<file path="config.mk">
export PLATFORM = sky130hd
export DESIGN_NAME = lf_adc_power_detect
export DESIGN_NICKNAME = d
export VERILOG_FILES = /design/src/rtl/lf_adc_pkg.sv /design/src/rtl/lf_adc_chan_filter.sv /design/src/rtl/lf_adc_power_detect.sv
export SDC_FILE = /design/constraint.sdc
export NUM_CORES = 1
export LEC_CHECK = 0
export ABC_AREA = 1
export CAP_MARGIN = 20
export CORE_UTILIZATION = 52
export CTS_CLUSTER_SIZE = 28
export DETAILED_ROUTE_END_ITERATION = 10
export PLACE_DENSITY = 0.84
export SYNTH_ARGS = -nofsm -noshare
export SYNTH_HDL_FRONTEND = slang
export SYNTH_SLANG_ARGS = --single-unit
export TNS_END_PERCENT = 100
</file>
<file path="constraint.sdc">
create_clock -name clock -period 3.2 [get_ports clock]
set_clock_uncertainty 0.05 [all_clocks]
set_input_delay 0.64 -clock clock [delete_from_list [all_inputs] [get_ports clock]]
set_output_delay 0.64 -clock clock [all_outputs]
set_load 0.05 [all_outputs]
</file>
<file path="src/rtl/lf_adc_pkg.sv">
// Shared widths, defaults and handshake state encoding for the LF ADC power detector.
package lf_adc_pkg;

    localparam int unsigned ADC_W            = 12;
    localparam int unsigned DEF_SAMPLE_DIV   = 1024;
    localparam int unsigned DEF_AVG_SHIFT    = 4;
    localparam int unsigned DEF_HOLD_SAMPLES = 4096;

    typedef enum logic [1:0] {
        PK_IDLE,
        PK_CLEAR,
        PK_ACK
    } pk_state_t;

endpackage

</file>
<file path="src/rtl/lf_adc_chan_filter.sv">
// One power channel: sample capture, exponential averager and decaying peak hold.
module lf_adc_chan_filter
    import lf_adc_pkg::*;
#(
    parameter int unsigned AVG_SHIFT    = DEF_AVG_SHIFT,
    parameter int unsigned HOLD_SAMPLES = DEF_HOLD_SAMPLES
) (
    input  logic             clk,
    input  logic             rst_n,
    input  logic             s_valid,
    input  logic             clear,
    input  logic [ADC_W-1:0] sample,
    output logic [ADC_W-1:0] avg,
    output logic [ADC_W-1:0] peak
);

    localparam int unsigned ACC_W  = ADC_W + AVG_SHIFT;
    localparam int unsigned HOLD_W = $clog2(HOLD_SAMPLES + 1);

    logic [ADC_W-1:0]  s_q;
    logic              upd_q;
    logic [ACC_W-1:0]  acc_q, acc_d;
    logic [ADC_W-1:0]  peak_q, peak_d;
    logic [HOLD_W-1:0] hold_q, hold_d;

    // acc settles at most at 4095 * 2^k, so the top ADC_W bits never wrap
    always_comb begin
        acc_d = acc_q - (acc_q >> AVG_SHIFT) + ACC_W'(s_q);
    end

    // A clear beats a coincident update; the discarded sample never reaches the peak
    always_comb begin
        peak_d = peak_q;
        hold_d = hold_q;
        if (clear) begin
            peak_d = '0;
            hold_d = '0;
        end else if (upd_q) begin
            if (s_q > peak_q) begin
                peak_d = s_q;
                hold_d = '0;
            end else if (hold_q == HOLD_W'(HOLD_SAMPLES - 1)) begin
                peak_d = s_q;
                hold_d = '0;
            end else begin
                hold_d = hold_q + HOLD_W'(1);
            end
        end
    end

    always_ff @(posedge clk) begin
        if (!rst_n) begin
            s_q    <= '0;
            upd_q  <= 1'b0;
            acc_q  <= '0;
            peak_q <= '0;
            hold_q <= '0;
        end else begin
            if (s_valid) begin
                s_q <= sample;
            end
            upd_q <= s_valid;
            if (upd_q) begin
                acc_q <= acc_d;
            end
            peak_q <= peak_d;
            hold_q <= hold_d;
        end
    end

    assign avg  = acc_q[ACC_W-1 -: ADC_W];
    assign peak = peak_q;

endmodule

</file>
<file path="src/rtl/lf_adc_power_detect.sv">
// Forward/reverse power detector: sample divider, peak-clear handshake and two channel filters.
module lf_adc_power_detect
    import lf_adc_pkg::*;
#(
    parameter int unsigned SAMPLE_DIV   = DEF_SAMPLE_DIV,
    parameter int unsigned AVG_SHIFT    = DEF_AVG_SHIFT,
    parameter int unsigned HOLD_SAMPLES = DEF_HOLD_SAMPLES
) (
    input  logic             clock,
    input  logic             reset_n,
    input  logic [ADC_W-1:0] ain1,
    input  logic [ADC_W-1:0] ain2,
    input  logic             pk_detect_reset,
    output logic             pk_detect_ack,
    output logic             sample_stb,
    output logic [ADC_W-1:0] fwd_avg,
    output logic [ADC_W-1:0] rev_avg,
    output logic [ADC_W-1:0] fwd_peak,
    output logic [ADC_W-1:0] rev_peak
);

    localparam int unsigned DIV_W = $clog2(SAMPLE_DIV);

    logic [DIV_W-1:0] div_q, div_d;
    logic             div_tc;
    logic             stb_q;
    pk_state_t        state_q, state_d;
    logic             ack_q;
    logic             clear_c;

    always_comb begin
        div_tc = (div_q == DIV_W'(SAMPLE_DIV - 1));
        div_d  = div_tc ? '0 : div_q + DIV_W'(1);
    end

    // Clear fires on entry to CLEAR so the peaks already read 0 while in CLEAR
    always_comb begin
        state_d = state_q;
        clear_c = 1'b0;
        case (state_q)
            PK_IDLE: begin
                if (pk_detect_reset) begin
                    state_d = PK_CLEAR;
                    clear_c = 1'b1;
                end
            end
            PK_CLEAR: state_d = PK_ACK;
            PK_ACK: begin
                if (!pk_detect_reset) begin
                    state_d = PK_IDLE;
                end
            end
            default: state_d = PK_IDLE;
        endcase
    end

    always_ff @(posedge clock) begin
        if (!reset_n) begin
            div_q   <= '0;
            stb_q   <= 1'b0;
            state_q <= PK_IDLE;
            ack_q   <= 1'b0;
        end else begin
            div_q   <= div_d;
            stb_q   <= div_tc;
            state_q <= state_d;
            ack_q   <= (state_d == PK_ACK);
        end
    end

    assign sample_stb    = stb_q;
    assign pk_detect_ack = ack_q;

    lf_adc_chan_filter #(
        .AVG_SHIFT   (AVG_SHIFT),
        .HOLD_SAMPLES(HOLD_SAMPLES)
    ) u_fwd (
        .clk    (clock),
        .rst_n  (reset_n),
        .s_valid(stb_q),
        .clear  (clear_c),
        .sample (ain1),
        .avg    (fwd_avg),
        .peak   (fwd_peak)
    );

    lf_adc_chan_filter #(
        .AVG_SHIFT   (AVG_SHIFT),
        .HOLD_SAMPLES(HOLD_SAMPLES)
    ) u_rev (
        .clk    (clock),
        .rst_n  (reset_n),
        .s_valid(stb_q),
        .clear  (clear_c),
        .sample (ain2),
        .avg    (rev_avg),
        .peak   (rev_peak)
    );

endmodule

</file>
Yosys cells after proc, flatten, opt, wreduce, memory -nomap -nowiden
Index checks and enable logic that the tools add are counted.
{"block": "word_totals", "out_inout_bits": 50, "elab_cells": 49, "reg_bits": 121, "in_bits": 27}
{"block": "op_classes", "n_addsub": 7, "eq_ne": 6, "bitwise_logic": 1, "magnitude_cmp": 2, "n_mux": 13, "reduce_logical": 7}
{"cell": "$mux 13", "count": 4}
{"cell": "$mux 12", "count": 4}
{"cell": "$add 16x12->16", "count": 2}
{"cell": "$sub 16x12->16", "count": 2}
{"cell": "$add 13x1->13 const B", "count": 2}
{"cell": "$eq 13x12->1 const B", "count": 2}
{"cell": "$gt 12x12->1", "count": 2}
{"cell": "$add 10x1->10 const B", "count": 1}
{"cell": "$eq 10x10->1 const B", "count": 1}
{"cell": "$pmux 2 s3", "count": 1}
{"cell": "$eq 2x2->1 const B", "count": 2}
{"cell": "$mux 2", "count": 2}
{"cell": "$reduce_and 2->1", "count": 2}
{"cell": "$reduce_bool 2->1", "count": 2}
{"cell": "$reduce_or 2->1", "count": 2}
{"cell": "$eq 2x1->1 const B", "count": 1}
{"cell": "$logic_not 2->1", "count": 1}
{"cell": "$mux 1", "count": 2}
{"cell": "$not 1->1", "count": 1}

Logic depth before layout (Yosys ltp)
Gate-level depths: netlist (run 1).
{"block": "logic_depth", "depth_word": 3, "ltp_mapped": 15, "depth_no_buf": 15}

Cells and area by module
Synthesis (run 1) repeated with hierarchy kept, for this count alone.
{"block": "hier_totals", "cells_unflattened": 1121, "hier_area_um2": 8210.4}
{"mod": "lf_adc_chan_filter (u_fwd)", "instances": 1, "seq_area_each_um2": 1081.0, "cells_per_inst": 521, "area_each_um2": 3817.4}
{"mod": "lf_adc_chan_filter (u_rev)", "instances": 1, "seq_area_each_um2": 1081.0, "cells_per_inst": 529, "area_each_um2": 3808.7}
{"mod": "lf_adc_power_detect", "instances": 1, "seq_area_each_um2": 280.3, "cells_per_inst": 71, "area_each_um2": 584.3}

Worst setup path after synthesis (run 1)
Ideal clock, no wire load.
{"block": "synth_path", "path_type": "register to register", "from": "register u_rev.s_q[2]", "to": "register u_rev.acc_q[15]", "path_buffers": 0, "arrival_ns": 2.103, "setup_time_ns": 0.109, "required_ns": 3.041, "synth_period_minus_slack_ns": 2.262, "path_stages_with_launch": 15, "setup_slack_ns": 0.938, "path_cell_list": "dfxtp_1 inv_1 fa_1 inv_1 ha_1 or2_2 and2_1 nand2_1 nand2_1 nand2_1 nand2_1 nand2_1 nand3_1 nand2_1 inv_1"}
{"block": "synth_between", "elab_chain_len": 1}
{"item": "start: declaration", "line_no": "lf_adc_chan_filter.sv:20", "text": "logic [ADC_W-1:0] s_q;"}
{"item": "start signal: assignment", "line_no": "lf_adc_chan_filter.sv:60", "text": "s_q <= sample;"}
{"item": "$add 16x12->16", "line_no": "lf_adc_chan_filter.sv:28", "text": "acc_d = acc_q - (acc_q >> AVG_SHIFT) + ACC_W'(s_q);"}
{"item": "end signal: assignment", "line_no": "lf_adc_chan_filter.sv:55", "text": "acc_q <= '0;"}
{"item": "end signal: assignment", "line_no": "lf_adc_chan_filter.sv:64", "text": "acc_q <= acc_d;"}
{"item": "end: declaration", "line_no": "lf_adc_chan_filter.sv:22", "text": "logic [ACC_W-1:0] acc_q, acc_d;"}
Every way passes these cells.
A chain may end at the register's enable or synchronous reset.

Final worst setup path (run 1)
{"block": "layout_path", "from": "register u_fwd.acc_q[6]", "to": "register u_fwd.acc_q[11]"}
{"block": "layout_between", "elab_chain_len": 2}
{"item": "start: declaration", "line_no": "lf_adc_chan_filter.sv:22"}
{"item": "start signal: assignment", "line_no": "lf_adc_chan_filter.sv:55"}
{"item": "start signal: assignment", "line_no": "lf_adc_chan_filter.sv:64"}
{"item": "$sub 16x12->16", "line_no": "lf_adc_chan_filter.sv:28"}
{"item": "$add 16x12->16", "line_no": "lf_adc_chan_filter.sv:28"}
Every way passes these cells.

==> flow_summary.ini, run 1 <==
[global_route]
grt_use_total_pct = 25.0
grtUsageMet3_pct = 5.82
grt_first_pass_wirelength_um = 31400
grt_max_degree = 77
overflow = 0
use_met2_pct = 40.5
grt_pass1_vias = 6640
busiest_layer = met2
antenna_found_initial = 0
use_met1_pct = 32.6

[setup_path]
worstPathArrival_ns = 2.92
start_kind = flop
crit_type = reg -> reg
cp.required_ns = 3.47
r2r_cells = 14
crit_fanout = 4
setup.worst_path.end_class = flop

[yosys]
synth_area_leaders = dfxtp_1 31%, inv_1 9.8%, ha_1 9.4%
synth.distinct_cells = 42
syn_area_um2 = 7860
async_flop_share_pct = 0
avgSynthCellArea_um2 = 7.14
synth_top_flop_cell = dfxtp_1
synth-seq-cells = 121
yosys_warnings = 0
yosys.area.top_type_share_pct = 30.8
syn_nets = 1211
synth-edff-count = 0
yosysSeqAreaShare_pct = 30.8
syn_inst = 1101
yosys.area.top_type = dfxtp_1

[place]
gp_congestion = 0.972
portBuffers = 76
dp_hpwl_um = 13300
dp.cells = 1310

[sta]
max_slew_margin_pct = 45.5
tightestPinTransition_ns = 0.818
fin_crit_ns = 2.65
hold_violations = 0
setup_viol = 0
final_max_slew_viol_count = 0
fmax_ghz = 0.378
rsz0062_at_grt = no
fin_setup_tns_ns = 0
fin_crit_sh_pct = 82.8

[power]
p_leak_nw = 4.12
vdd_drop_max_mv = 0.419
p_per_area_nw_per_um2 = 388

[floorplan]
core_area_um2 = 14600
die_w_um = 125
row_count = 44
design.die.area_um2 = 15600
io_pins = 77
die_y_um = 125
start_util_pct = 53.7

[drt]
num_vias = 6990
drcViolationCount = 14
wl_per_cell_um = 13.8
routed_wl_um = 18500
via_per_inst = 5.20
drtIter0Drc = 509
antenna_left = 0
drt_first_pass_iters = 8

[finish]
drive_gt1_share_pct = 6.47
stdcell_count = 1343
utilization_pct = 62.6
n_antenna_cell = 0
syn_to_final_growth_pct = 16.6
fill_cells = 1217
nNetsFinal = 1256

[job]
drv_cap = 0

[cts]
path_clk_slew_ns = 0.06
cts_resized = 0
ctsHoldBuffers = 0
clk_path_buf_depth = 2
cts_tree = built
insertion_delay_ns = 0.43
h-tree-depth = 4
numCtsBuffers = 17
cts-root-buf = clkbuf_16
clock-sinks = 121
cts_setup_buffers = 0

[outcome]
status = finished with violations
violations = design-rule violations

[worst_hold_path]
hold_depth = 2
hold_class = reg -> reg
synthesized netlist by cell type, types with 3 or more instances:
cell type,instances
o21ai_0,59
nor3_1,9
nand3b_1,5
buf_6,5
a21o_1,6
buf_2,3
nand4_1,7
xnor2_1,6
clkbuf_1,17
inv_1,205
buf_1,7
fa_1,24
nand3_1,60
a21oi_1,116
xor2_1,28
nor3b_1,4
ha_1,59
nor2_1,97
nand2_2,8
nand2_1,185
buf_4,24
dfxtp_1,121
and2_1,3
nor2_2,12
or2_2,6
critical path: stages, from the launching register on:
cell     delay [ns]
dfxtp_1        0.42
inv_1          0.11
fa_1           0.53
inv_1          0.04
ha_1           0.34
nand2_1        0.14
inv_1          0.06
a21oi_1        0.15
nand2_1        0.13
nand2_1        0.08
nand3_1        0.09
nand2_1        0.09
nand2_1        0.05
o21ai_0        0.20
inv_1          0.06
area by class of cell:
type	instances	area (µm²)	area share (%)
timing repair buffer	82	826	9.01
multi-input combinational	716	4320	47.1
tap	184	230	2.51
inverter	208	781	8.52
clock inverter	11	120	1.31
sequential	121	2420	26.4
clock buffer	21	470	5.13
logic make-up (layout without fill, tap and decap cells):
group / count (synthesis) / count (layout) / share of synthesized area [%]
AOI/OAI and AO/OA: 190 / 190 / 12.5
xor gates and xnor gates: 34 / 34 / 3.79
adders and majority gates: 83 / 83 / 15.5
buffers and inverters: 264 / 322 / 14.3
DFF: 121 / 121 / 30.8
and+or+nand+nor: 409 / 409 / 23.1
state kept, by name, summed over array words and instances, names as in the netlist:
register and count:
state_q 2, u_rev.acc_q 16, u_rev.peak 12, u_fwd.peak 12, div_q 10, sample_stb 1, u_fwd.s_q 12, u_fwd.hold_q 13
u_rev.s_q 12, u_fwd.upd_q 1, u_rev.hold_q 13, u_fwd.acc_q 16, pk_detect_ack 1
power by group:
group          switching, W  total [W]  internal [W]  leakage (nW)
logic             0.0000627   0.000112     0.0000493          2.86
clock network      0.000728    0.00193       0.00120         0.285
registers        0.00000361    0.00152       0.00151         0.976
metal layers:
layer	vias to the layer above	wire length, µm
li1	3531	-
met1	3218	8580
met2	197	8520
met3	44	1090
met4	0	350
met5	-	0
per-stage QoR:
step	worst slack (ns)	power [W]	instance area, µm²	hold slack (ns)
after global routing	0.364	0.00364	9170	0.421
after floorplan	0.938	0.00160	7860	0.368
final	0.552	0.00356	9170	0.401
after global placement	0.727	0.00165	8550	0.382
after CTS	0.528	0.00356	9140	0.403
after detailed placement	0.645	0.00166	8550	0.391
path summary, 6_finish.rpt:
kind / slack [ns] / endpoint / startpoint
worst max-delay path: 0.55 / u_fwd.acc_q[11]$_SDFFE_PN0P_ / u_fwd.acc_q[6]$_SDFFE_PN0P_
worst max register to register: 0.55 / u_fwd.acc_q[11]$_SDFFE_PN0P_ / u_fwd.acc_q[6]$_SDFFE_PN0P_
worst min register to register: 0.40 / u_fwd.upd_q$_SDFF_PN0_ / sample_stb$_SDFF_PN0_
worst min-delay path: 0.40 / u_fwd.upd_q$_SDFF_PN0_ / sample_stb$_SDFF_PN0_
layout by cell type, fill, tap and decap left out, types with 17 or more instances in the layout:
master / instances
a21oi_1: 116
clkbuf_16: 17
clkdlybuf4s50_1: 76
dfxtp_1: 120
fa_1: 24
ha_1: 59
inv_1: 205
nand2_1: 185
nand3_1: 60
nor2_1: 97
o21ai_0: 59
xor2_1: 28
(Power assumes the default switching activity.)
==> inputs of run 2 (changes only) <==
Clock period 3.2 ns to 2.57 ns, I/O delays scaled along.
==> run 2 against run 1 <==
  * The run still ends with design-rule violations left
  * Sequential share of layout area down 0.37 points
  * Total power up 24%
  * Wire length up 3.7%
  * Critical path depth down 1
  * First-iteration DRC count down 7.5%
  * Register-to-register slack worse by 0.45 ns
  * Largest power group unchanged
==> flow_summary.ini, run 2 (synthesized netlist as in run 1, its figures left out) <==
[cts]
clock-sinks = 121
numCtsBuffers = 17
cts_tree = built
insertion_delay_ns = 0.42
path_clk_slew_ns = 0.05
ctsHoldBuffers = 0
clk_path_buf_depth = 2
h-tree-depth = 4
cts-root-buf = clkbuf_16

[worst_hold_path]
hold_path_startpoint = u_rev.hold_q[12]$_SDFFE_PP0P_
hold_depth = 2
hold_class = reg -> reg
hold_path_end = u_rev.hold_q[12]$_SDFFE_PP0P_

[drt]
drcViolationCount = 14
antenna_left = 0
num_vias = 7078
via_per_inst = 5.24
routed_wl_um = 19200
wl_per_cell_um = 14.2
drtIter0Drc = 471
drt_first_pass_iters = 9

[finish]
final_common_cell = inv_1
largestRegisters = u_fwd.acc_q x16, u_rev.acc_q x16
design_area_um2 = 9360
syn_to_final_growth_pct = 19.1
n_antenna_cell = 0
register_area_um2 = 2440
drive_gt1_share_pct = 10.1
multi_input_area_um2 = 4440
stdcell_count = 1352
fill_cells = 1199
final_cell_mix = 205 x inv_1, 180 x nand2_1, 109 x a21oi_1
nNetsFinal = 1265

[floorplan]
die_y_um = 125
io_pins = 77
die_w_um = 125
core_area_um2 = 14600
start_util_pct = 53.7
design.die.area_um2 = 15600
row_count = 44

[outcome]
status = finished with violations
violations = design-rule violations

[setup_path]
r2r-end = u_rev.acc_q[10]$_SDFFE_PN0P_
crit_type = reg -> reg
cp.required_ns = 2.83
crit_buf_inv = 3
critPathLaunch = u_rev.s_q[1]$_SDFFE_PN0P_
crit_family = adder cells
crit_top_cell = nand2_1
slowest_stage = fa_1
setup.worst_path.end_class = flop
start_kind = flop
rrSetupSlack_ns = 0.1
cpPeakStageDelay_ns = 0.49
worstPathArrival_ns = 2.73
crit_fanout = 3
crit_chain = inv_1 > fa_1 > inv_1 > fa_2 > nand2_1 > nand2_1 > nand3b_1 > nand2_1 > nand2_1 > nand2_1 > xor2_1 > o21ai_0 > inv_1
r2r-start = u_rev.s_q[1]$_SDFFE_PN0P_
r2r_cells = 13

[power]
vdd_drop_max_mv = 0.518
p_per_area_nw_per_um2 = 470
p_leak_nw = 4.18

[sta]
setup_slack_ns = 0.0971
max_slew_margin_pct = 43.4
fmax_ghz = 0.404
final_max_slew_viol_count = 0
hold_violations = 0
fin_setup_tns_ns = 0
tightestPinTransition_ns = 0.849
fin_crit_ns = 2.47
setup_viol = 0
fin_crit_sh_pct = 96.2

[global_route]
grt_pass1_vias = 6820
grt_max_degree = 77
grt_use_total_pct = 25.4
antenna_found_initial = 0
grt_first_pass_wirelength_um = 31600
overflow = 0

[job]
drv_cap = 0

[place]
pre_cts_slack_ns = 0.0450
gp_congestion = 0.909
portBuffers = 76
dp.cells = 1318
placed_area_um2 = 8620
dp_hpwl_um = 13600
==> run 2: layout make-up <==
type	count	share of cell area, %
clock buffer	25	5.29
clock inverter	7	0.962
inverter	208	8.34
multi-input combinational	716	47.4
sequential	121	26.1
tap	184	2.46
timing repair buffer	91	9.46
==> run 2: per-layer routing <==
metal,vias to the layer above,global-route usage [%],routed length [µm]
met4,2,8.32,315
met3,28,5.95,1220
li1,3554,-,-
met2,210,42.3,8990
met5,-,4.02,78
met1,3284,32.1,8620
==> run 2: tightest hold or removal path: cells and delay by family, from the launching register on <==
kind | cells | cell delay, ns
compound gates | 1 | 0.03
flops | 1 | 0.31
simple gates | 1 | 0.06
==> run 2: worst max-delay path by stage <==
| stage | end | slack, ns | depth (start not counted) |
|---|---|---|---|
| after floorplan | u_rev.acc_q[15]$_SDFFE_PN0P_ | 0.31 | 14 |
| after global placement | u_rev.acc_q[11]$_SDFFE_PN0P_ | 0.14 | 14 |
| after detailed placement | u_fwd.acc_q[11]$_SDFFE_PN0P_ | 0.05 | 14 |
| after CTS | u_fwd.acc_q[11]$_SDFFE_PN0P_ | 0.03 | 14 |
| after global routing | u_rev.acc_q[10]$_SDFFE_PN0P_ | -0.05 | 13 |
| final | u_rev.acc_q[10]$_SDFFE_PN0P_ | 0.1 | 13 |
==> run 2: per-stage QoR <==
stage                     hold slack, ns  total power [W]  utilization (%)
after floorplan                    0.368          0.00200                -
after global placement             0.382          0.00207             58.9
after detailed placement           0.385          0.00207             58.9
after CTS                          0.397          0.00442             62.9
after global routing               0.425          0.00452             63.9
final                              0.395          0.00440             63.9
==> run 2: timing repair <==
item,CTS,global route
setup buffers,0,2
hold endpoints to repair,0,0
resized for setup,0,43
setup endpoints to repair,0,17
==> run 2: where the power goes <==
part / leakage (nW) / internal [W] / switching, W
Clock: 0.283 / 0.00152 / 0.000850
Sequential: 0.982 / 0.00188 / 0.00000467
Combinational: 2.91 / 0.0000622 / 0.0000774
==> inputs of run 3 (changes only) <==
Settings changed: CTS_BUF_LIST set to sky130_fd_sc_hd__clkbuf_4 sky130_fd_sc_hd__clkbuf_8.
==> run 3 against run 2 <==
  * The run still ends with design-rule violations left
  * Core utilization down 1.2 points
  * Final cell count unchanged
  * Combinational power about the same
  * Critical endpoint is now u_rev.acc_q[14]$_SDFFE_PN0P_
  * Hold slack gained 0.0034 ns
==> flow_summary.ini, run 3 (synthesized netlist as in run 1, its figures left out) <==
[setup_path]
crit_fanout = 4
crit_family = adder cells
worstPathArrival_ns = 2.77
crit_type = reg -> reg
cp.required_ns = 2.86
cpPeakStageDelay_ns = 0.54
crit_chain = inv_1 > fa_1 > inv_1 > ha_1 > nand2_1 > nand3b_1 > nand2_2 > nand3_1 > nand3_1 > nand2_1 > nor2_1 > nor2_1
start_kind = flop
slowest_stage = fa_1
crit_buf_inv = 2
setup.worst_path.end_class = flop

[cts]
cts_tree = built
clock-sinks = 121
h-tree-depth = 4
insertion_delay_ns = 0.45
path_clk_slew_ns = 0.07
numCtsBuffers = 17
cts-root-buf = clkbuf_8
ctsHoldBuffers = 0
clk_path_buf_depth = 2

[finish]
n_antenna_cell = 0
final_cell_mix = 205 x inv_1, 178 x nand2_1, 109 x dfxtp_1
largestRegisters = u_fwd.acc_q x16, u_rev.acc_q x16
syn_to_final_growth_pct = 16.9
utilization_pct = 62.8
fill_cells = 1233
drive_gt1_share_pct = 10.5
nNetsFinal = 1265
final_common_cell = inv_1

[sta]
setup_viol = 0
final_max_slew_viol_count = 0
fin_crit_sh_pct = 96.3
fin_crit_ns = 2.47
fmax_ghz = 0.404
fin_setup_tns_ns = 0
fin_hold_ws_ns = 0.399
tightestPinTransition_ns = 0.870
hold_violations = 0
max_slew_margin_pct = 42.0
setup_slack_ns = 0.0956

[outcome]
status = finished with violations
violations = design-rule violations

[power]
pwr-share-clk_pct = 46.7
vdd_drop_max_mv = 0.366
pwr-share-comb_pct = 3.7
p_per_area_nw_per_um2 = 414
power_switching_w = 0.000853
sw_frac_of_total_pct = 22.5
seqPwrFrac_pct = 49.6
finalPower_w = 0.00380
p_leak_nw = 4.10
p_int_w = 0.00295

[drt]
num_vias = 7001
drtIter0Drc = 480
wl_per_cell_um = 13.9
drcViolationCount = 14
antenna_left = 0
via_per_inst = 5.18
routed_wl_um = 18800
drt_first_pass_iters = 8

[floorplan]
die_y_um = 125
row_count = 44
die_w_um = 125
core_area_um2 = 14600
start_util_pct = 53.7
design.die.area_um2 = 15600
io_pins = 77

[place]
gp_congestion = 0.909
dp_hpwl_um = 13600
pre_cts_slack_ns = 0.0450
portBuffers = 76

[global_route]
overflow = 0
grt_first_pass_wirelength_um = 30800
antenna_found_initial = 0
grt_pass1_vias = 6742
grt_max_degree = 77
grt_use_total_pct = 24.6

[job]
drv_cap = 0

[worst_hold_path]
hold_class = reg -> reg
==> run 3: cell counts in the layout (fill, tap and decap cells not counted) <==
No cell type changed its count.
==> run 3: timing repair <==
action                     4_1_cts  5_1_grt
setup endpoints to repair        0       18
setup buffers                    0        2
gates resized for setup          0       44
==> run 3: worst reg2reg max path: cells and delay by family, from the launching register on <==
family	cells	cell delay (ns)
buffers and inverters	2	0.15
and+or+nand+nor	8	0.88
DFF	1	0.39
adders and majority gates	2	0.91
==> run 3: per-layer routing <==
metal	GRT usage (%)	routed length, µm	vias to the layer above
li1	-	-	3553
met2	39.9	8560	180
met4	8.11	338	0
met3	7.06	1150	31
met1	31.5	8710	3237
met5	0	0	-
==> run 3: final timing paths <==
kind,from,to,slack (ns),depth (start not counted)
setup / recovery,u_rev.acc_q[5]$_SDFFE_PN0P_,u_rev.acc_q[14]$_SDFFE_PN0P_,0.1,12
setup reg to reg,u_rev.acc_q[5]$_SDFFE_PN0P_,u_rev.acc_q[14]$_SDFFE_PN0P_,0.1,12
hold reg to reg,u_rev.hold_q[12]$_SDFFE_PP0P_,u_rev.hold_q[12]$_SDFFE_PP0P_,0.40,2
hold / removal,u_rev.hold_q[12]$_SDFFE_PP0P_,u_rev.hold_q[12]$_SDFFE_PP0P_,0.40,2
==> run 3: cell type report <==
| class | count | area, µm² | area share (%) |
|---|---|---|---|
| Timing Repair Buffer | 91 | 886 | 9.64 |
| Clock buffer | 25 | 319 | 3.47 |
| Clock inverter | 7 | 90.1 | 0.980 |
| Tap cell | 184 | 230 | 2.51 |
| Sequential cell | 121 | 2440 | 26.5 |
| Multi-Input combinational cell | 716 | 4450 | 48.4 |
| Inverter | 208 | 781 | 8.50 |
==> run 3: stage by stage <==
| step | cells | area [µm²] |
|---|---|---|
| 2_1_floorplan | 1101 | 7860 |
| 3_3_place_gp | 1318 | 8620 |
| 3_5_place_dp | 1318 | 8620 |
| 4_1_cts | 1350 | 9030 |
| 5_1_grt | 1352 | 9190 |
| 6_report | 1352 | 9190 |
==> run 3: power groups by stage <==
stage,clock [W],combinational (W),sequential (W)
after floorplan,0,0.0000651,0.00193
after global placement,0,0.000138,0.00193
after detailed placement,0,0.000139,0.00193
after CTS,0.00179,0.000140,0.00189
after global routing,0.00188,0.000152,0.00189
final,0.00177,0.000140,0.00189
==> edit 1: new RTL, flow settings as in run 2 <==
The package constant `DEF_SAMPLE_DIV` goes from 1024 to 4096.
--- a/src/rtl/lf_adc_pkg.sv
+++ b/src/rtl/lf_adc_pkg.sv
@@ -2,7 +2,7 @@
 package lf_adc_pkg;
 
     localparam int unsigned ADC_W            = 12;
-    localparam int unsigned DEF_SAMPLE_DIV   = 1024;
+    localparam int unsigned DEF_SAMPLE_DIV   = 4096;
     localparam int unsigned DEF_AVG_SHIFT    = 4;
     localparam int unsigned DEF_HOLD_SAMPLES = 4096;
 
Function: no difference found for any inputs over 10 cycles, from zero or initial values and one cycle with reset_n low; that may be too few to reach the edited logic, so the function may still have changed.
==> edit 1 against run 2 <==
  * The flow still finishes with violations (DRC)
  * Synthesized area is 0.91% higher
  * Sequential cell count increased by 2
  * Via count decreased by 0.58%
  * Power rose by 4.7%
  * Worst setup slack is essentially flat
  * Die area rose by 0.89%
  * Wire length decreased by 2.4%
  * First-iteration DRC count rose by 5.7%
  * Cell area rose by 0.55%
==> edit 1: results (changes against run 2) <==
In this run the most critical hold path is launched from div_q[0]. The global-route usage over all layers came out at 24.1% (-1.3 points). The most used flip-flop cell after synthesis is dfxtp_1.

The cell count of the worst hold path was 1 (-1). The worst hold path terminates at div_q[0]. The worst voltage drop across the vdd grid is 0.574 mV (+11%). The cell sitting at the root of the clock tree is a clkbuf_16. The tools report the worst reg2reg path endpoint as u_fwd.acc_q[12].

The checks that failed: DRC. The net count after synthesis is 1220 (+0.74%). Via count of the first global-routing pass: 6610 (-3.1%).

The DRC marker count from the first detailed-route iteration is 498 (+5.7%), and the count of distinct cell types in the synthesized netlist is 37 (-12%). Maximum fanout encountered on the critical timing path: 4 (+1). In the final layout, the registers with the most flip-flops are u_fwd.acc_q: 16 flops, u_rev.acc_q: 16 flops. The number of cells on the worst reg-to-reg path is 11 (-2). The weighted congestion reported at the end of routability-driven placement was 0.943 (+3.8%). The number of remaining DRC errors is 4 (-10). The wire length of the first global-routing pass came out at 30400 um (-3.8%). The logs give 18800 um (-2.4%) for the final routed wirelength across all metal layers and 4.18 nW (about the same) for the leakage power total. Total iterations of the first detailed-routing run: 8 (-1). The flow ran to the end, but the final reports show violations. The data arrival at the endpoint of the critical path was 2.74 ns (about the same). After synthesis, the most frequently instantiated cells are inv_1 (211), nand2_1 (189), dfxtp_1 (123).

The final HPWL from detailed placement is 13100 um (-3.4%). By area the synthesized netlist is led by dfxtp_1 (31%), inv_1 (10%), ha_1 (9.3%), nand2_1 (8.9%), a21oi_1 (7.2%). The maximum cell stage delay along the critical path was 0.54 ns (+0.05 ns). The share of the yosys chip area belonging to registers is 31.0% (+0.23 points). The transition at the pin with the smallest max-transition slack was 0.803 ns (-0.0466 ns). Worst hold margin: 0.390 ns (-0.00554 ns). Count of nets after finishing: 1269 (+0.32%). The ratio of cells with drive above 1 in the final layout is 8.11% (-2.0 points), and the largest net degree at the start of global routing is 73 (-5.2%). In this run the critical register-to-register path is launched from u_fwd.acc_q[7].
==> edit 1: cell count changes in the layout (fill, tap and decap cells not counted), sizes merged, moves of 3 or more <==
| cell | delta |
|---|---|
| nand3 | +4 |
| inv | +6 |
| nor2 | -4 |
| xnor2 | +5 |
| buf | -3 |
| clkbuf | -4 |
| nand4 | +4 |
==> edit 1: stage by stage <==
stage          cells  util, %  total power [W]  setup TNS, ns  setup slack (ns)
3_5_place_dp    1322     58.8          0.00210              0            0.0336
4_1_cts         1354     63.1          0.00464              0            0.0251
2_1_floorplan   1110        -          0.00203              0             0.297
3_3_place_gp    1322     58.8          0.00210              0            0.0464
5_1_grt         1356     64.0          0.00474        -0.0771           -0.0239
6_report        1356     64.0          0.00461              0            0.0967
==> edit 1: worst max-delay path by stage <==
stage | start | to | slack, ns
finish | u_fwd.acc_q[7] | u_fwd.acc_q[12] | 0.1
global route | u_fwd.acc_q[7] | u_fwd.acc_q[13] | -0.02
CTS | u_fwd.s_q[1] | u_fwd.acc_q[10] | 0.03
detailed placement | u_fwd.acc_q[8] | u_fwd.acc_q[13] | 0.03
global placement | u_fwd.acc_q[8] | u_fwd.acc_q[13] | 0.05
floorplan | u_fwd.s_q[1] | u_fwd.acc_q[10] | 0.30
==> edit 1: logic make-up after synthesis <==
logic type	Yosys count	share of synthesized area, %
AOI/OAI and AO/OA	187	12.2
xor gates and xnor gates	40	4.42
adders and majority gates	83	15.4
buffers and inverters	271	14.7
DFF	123	31.0
and+or+nand+nor	406	22.2
==> edit 1: cell type report <==
| cell class | instances | area [um^2] |
|---|---|---|
| multi-input cells | 716 | 4420 |
| clock buffers | 21 | 460 |
| fillers | 1179 | 5290 |
| repair buffers | 88 | 863 |
| well taps | 184 | 230 |
| inverters | 213 | 800 |
| flip-flops and latches | 123 | 2470 |
| clock inverters | 11 | 166 |
==> edit 1: metal layers <==
metal | vias up | share of wire, % | GRT usage [%]
li1 | 3566 | - | -
met1 | 3238 | 44 | 29.5
met2 | 192 | 48 | 40.1
met3 | 41 | 5.2 | 5.43
met4 | 0 | 2.3 | 11.5
met5 | - | 0 | 0
==> edit 1: power by group <==
group	internal (W)	switching (W)	total, W
logic	0.0000620	0.0000774	0.000139
clock network	0.00167	0.000881	0.00255
registers	0.00192	0.00000445	0.00192
==> edit 1: worst register-to-register path, cell delays in order, from the launching register on <==
cell and delay, ns:
dfxtp_2 0.36, inv_1 0.08, fa_1 0.54, inv_1 0.05, ha_1 0.35, nand2_1 0.12, o21ai_0 0.29, nand2_1 0.09
nand3_1 0.13, o21ai_0 0.08, o21ai_0 0.18, inv_1 0.05
==> edit 1: what timing repair did <==
item | in CTS | in global routing
endpoints found under the setup margin | 1 | 15
hold buffers | 0 | 0
buffers inserted | 0 | 2
pin swaps | 0 | 3
cloned | 0 | 0
gates resized for setup | 1 | 36
==> edit 2: new RTL, settings of run 2 <==
Without the edit above. `hold_q` no longer has a reset.
--- a/src/rtl/lf_adc_chan_filter.sv
+++ b/src/rtl/lf_adc_chan_filter.sv
@@ -54,7 +54,6 @@
             upd_q  <= 1'b0;
             acc_q  <= '0;
             peak_q <= '0;
-            hold_q <= '0;
         end else begin
             if (s_valid) begin
                 s_q <= sample;
@@ -64,8 +63,11 @@
                 acc_q <= acc_d;
             end
             peak_q <= peak_d;
-            hold_q <= hold_d;
         end
+    end
+
+    always_ff @(posedge clk) begin
+        hold_q <= hold_d;
     end
 
     assign avg  = acc_q[ACC_W-1 -: ADC_W];
Check against the original RTL: same outputs for any inputs over 10 cycles, from zero or initial values and one cycle with reset_n low; that may be too few to reach the edited logic, so the function may still have changed.
==> edit 2 against run 2 <==
  * Sequential cell count did not move
  * Synthesized area fell by 1.5%
  * Final cell count rose by 0.30%
  * Wire length fell by 3.7%
  * Worst setup slack improved by 0.011 ns
  * Utilization fell by 0.15 points
  * Synthesized cell count rose by 0.27%
  * Fmax rose by 0.43%
  * Critical path depth fell by 2
  * Clock power fell by 3%
  * Power fell by 1.6%
  * Cell area fell by 0.99%
  * Critical endpoint is now u_rev.acc_q[14]
  * Largest power group unchanged
==> edit 2: results (changes against run 2) <==
The share of flip-flops with an asynchronous set or reset after synthesis is 0% (unchanged), and the share of the yosys chip area belonging to registers is 31.3% (+0.48 points). The number of buffers outside the clock class in the layout was 88 (-3.3%); the fraction of standard cell area in multi-input logic was 47.2% (-0.24 points). The tools report the via count of the first global-routing pass as 6281 (-7.9%). The tools report the origin of the worst min-delay path as div_q[0]. The highest layer touched by signal routing is met4. The global-route usage over all layers is 23.8% (-1.6 points).

The clock distribution area overhead in the final layout is 6.18% (-0.073 points). The flow ran to the end, and the final reports show no timing, DRC or antenna violations. After clock tree synthesis, the clock-pin slew on the worst setup and hold paths is 0.06 ns. For the Yosys warning count, the log shows 0 (unchanged). The run gives 2430 um^2 (-0.20%) as the sequential standard cell area. The endpoint of the worst hold-timing path was div_q[0].

The count of nets after finishing was 1269 (+0.32%); the source-to-sink clock delay at the later pin of the worst-skew pair was 0.42 ns (about the same). The maximum cell stage delay along the critical path is 0.49 ns (about the same), and the leakage power total is 4.38 nW (+4.8%). The weighted congestion reported at the end of routability-driven placement was 0.928 (+2.1%); the net count after synthesis was 1214 (+0.25%). The total met2 wirelength after detailed routing was 8650 um (-3.8%); the ratio of cells with drive above 1 in the final layout was 7.94% (-2.2 points). The number of cells on the worst reg-to-reg path works out to 11 (-2).

For the wire length on met1, the log shows 8240 um (-4.5%). The run gives 34 (-19%) as the count of distinct cell types in the synthesized netlist. The number of non-clock inverters in the layout is 215 (+3.4%). The worst reg2reg path endpoint is u_rev.acc_q[14]. The tools report the minimum setup slack among reg-to-reg paths as 0.11 ns. The count of buffers from port buffering works out to 76 (unchanged).

The xor and xnor fraction of the mapped netlist area was 3.73% (-0.054 points); the fill cell instance count of the final layout was 1220 (+1.8%). The layout sequential cell count was 121 (unchanged); the maximum fanout encountered on the critical timing path was 6 (+3). The synthesized-area fraction occupied by adder cells came out at 15.7% (+0.24 points).

The relative max-transition margin came out at 61.2% (+18 points). The largest net degree at the start of global routing is 57 (-26%), and the complex-gate fraction of the synthesized area is 11.4% (-1.1 points). The DRC marker count from the first detailed-route iteration is 648 (+38%), and the cell count of the worst hold path is 1 (-1). The relative area of non-clock buffer cells in the final design was 9.18% (-0.28 points); the worst voltage drop across the vdd grid was 0.524 mV (+1.2%). The commonest cells after synthesis are inv_1 (215), nand2_1 (206), nor2_1 (129).

The number of clock buffers in the layout is 20 (-20%). The met1 track demand over resource in global routing came out at 31.2% (-0.86 points). The met3 capacity usage during global routing was 4.53% (-1.4 points).

The total iterations of the first detailed-routing run was 5 (-4). For the final routed wirelength across all metal layers, the log shows 18500 um (-3.7%). The tools report the wire length of the first global-routing pass as 28600 um (-9.6%). By area the synthesized netlist is led by dfxtp_1 (31%), inv_1 (10%), nand2_1 (10%), ha_1 (9.5%), nor2_1 (6.3%). For the number of pins exceeding their max-slew limit in the final report, the log shows 0 (unchanged). The routed length on met3 is 1120 um (-8.9%). The tools report the launch point of the worst reg-to-reg path as u_rev.s_q[10]. The logs give 38.7% (-3.7 points) for the global routing usage on met2 and 12800 um (-5.9%) for the final HPWL from detailed placement. For the number of vias after detailed routing, the log shows 7051 (-0.38%).
edit 2: cell count changes in the layout (fill, tap and decap cells not counted), moves of 4 or more:
cell	change
inv_1	+10
a21oi_1	-24
nand3_1	-8
nand2_2	-6
nand2_1	+21
dfxtp_2	-4
nor2_2	-12
dfxtp_1	+4
nor2_1	+32
edit 2: how the worst max path moves through the flow:
stage	slack, ns	cells after the start	to	startpoint
4_1_cts	0.02	12	u_rev.acc_q[12]	u_rev.acc_q[5]
3_3_place_gp	0.04	12	u_rev.acc_q[12]	u_rev.acc_q[5]
6_report	0.11	11	u_rev.acc_q[14]	u_rev.s_q[10]
5_1_grt	-0.05	12	u_rev.acc_q[13]	u_rev.s_q[10]
2_1_floorplan	0.24	11	u_fwd.acc_q[14]	u_fwd.s_q[1]
3_5_place_dp	0.06	12	u_rev.acc_q[12]	u_rev.acc_q[5]
edit 2: kinds of logic (layout without fill, tap and decap cells):
group	Yosys count	after routing
flops	121	121
fa+ha+maj	83	83
buf+inv	267	335
xor+xnor	33	33
simple gates	431	431
compound gates	169	169
edit 2: stage by stage:
| step | power [W] | cell area, um^2 | setup slack, ns | hold WS (ns) | instances |
|---|---|---|---|---|---|
| global placement | 0.00206 | 8520 | 0.0387 | 0.380 | 1324 |
| global route | 0.00445 | 9270 | -0.0467 | 0.428 | 1356 |
| finish | 0.00433 | 9270 | 0.108 | 0.396 | 1356 |
| CTS | 0.00436 | 9090 | 0.0219 | 0.401 | 1356 |
| floorplan | 0.00199 | 7740 | 0.239 | 0.368 | 1104 |
| detailed placement | 0.00206 | 8520 | 0.0622 | 0.390 | 1324 |
edit 2: report_power, final:
part           internal [W]  total (W)  switching [W]
clock network       0.00144    0.00231       0.000867
registers           0.00188    0.00189     0.00000400
logic             0.0000568   0.000133      0.0000760
total               0.00339    0.00433       0.000947
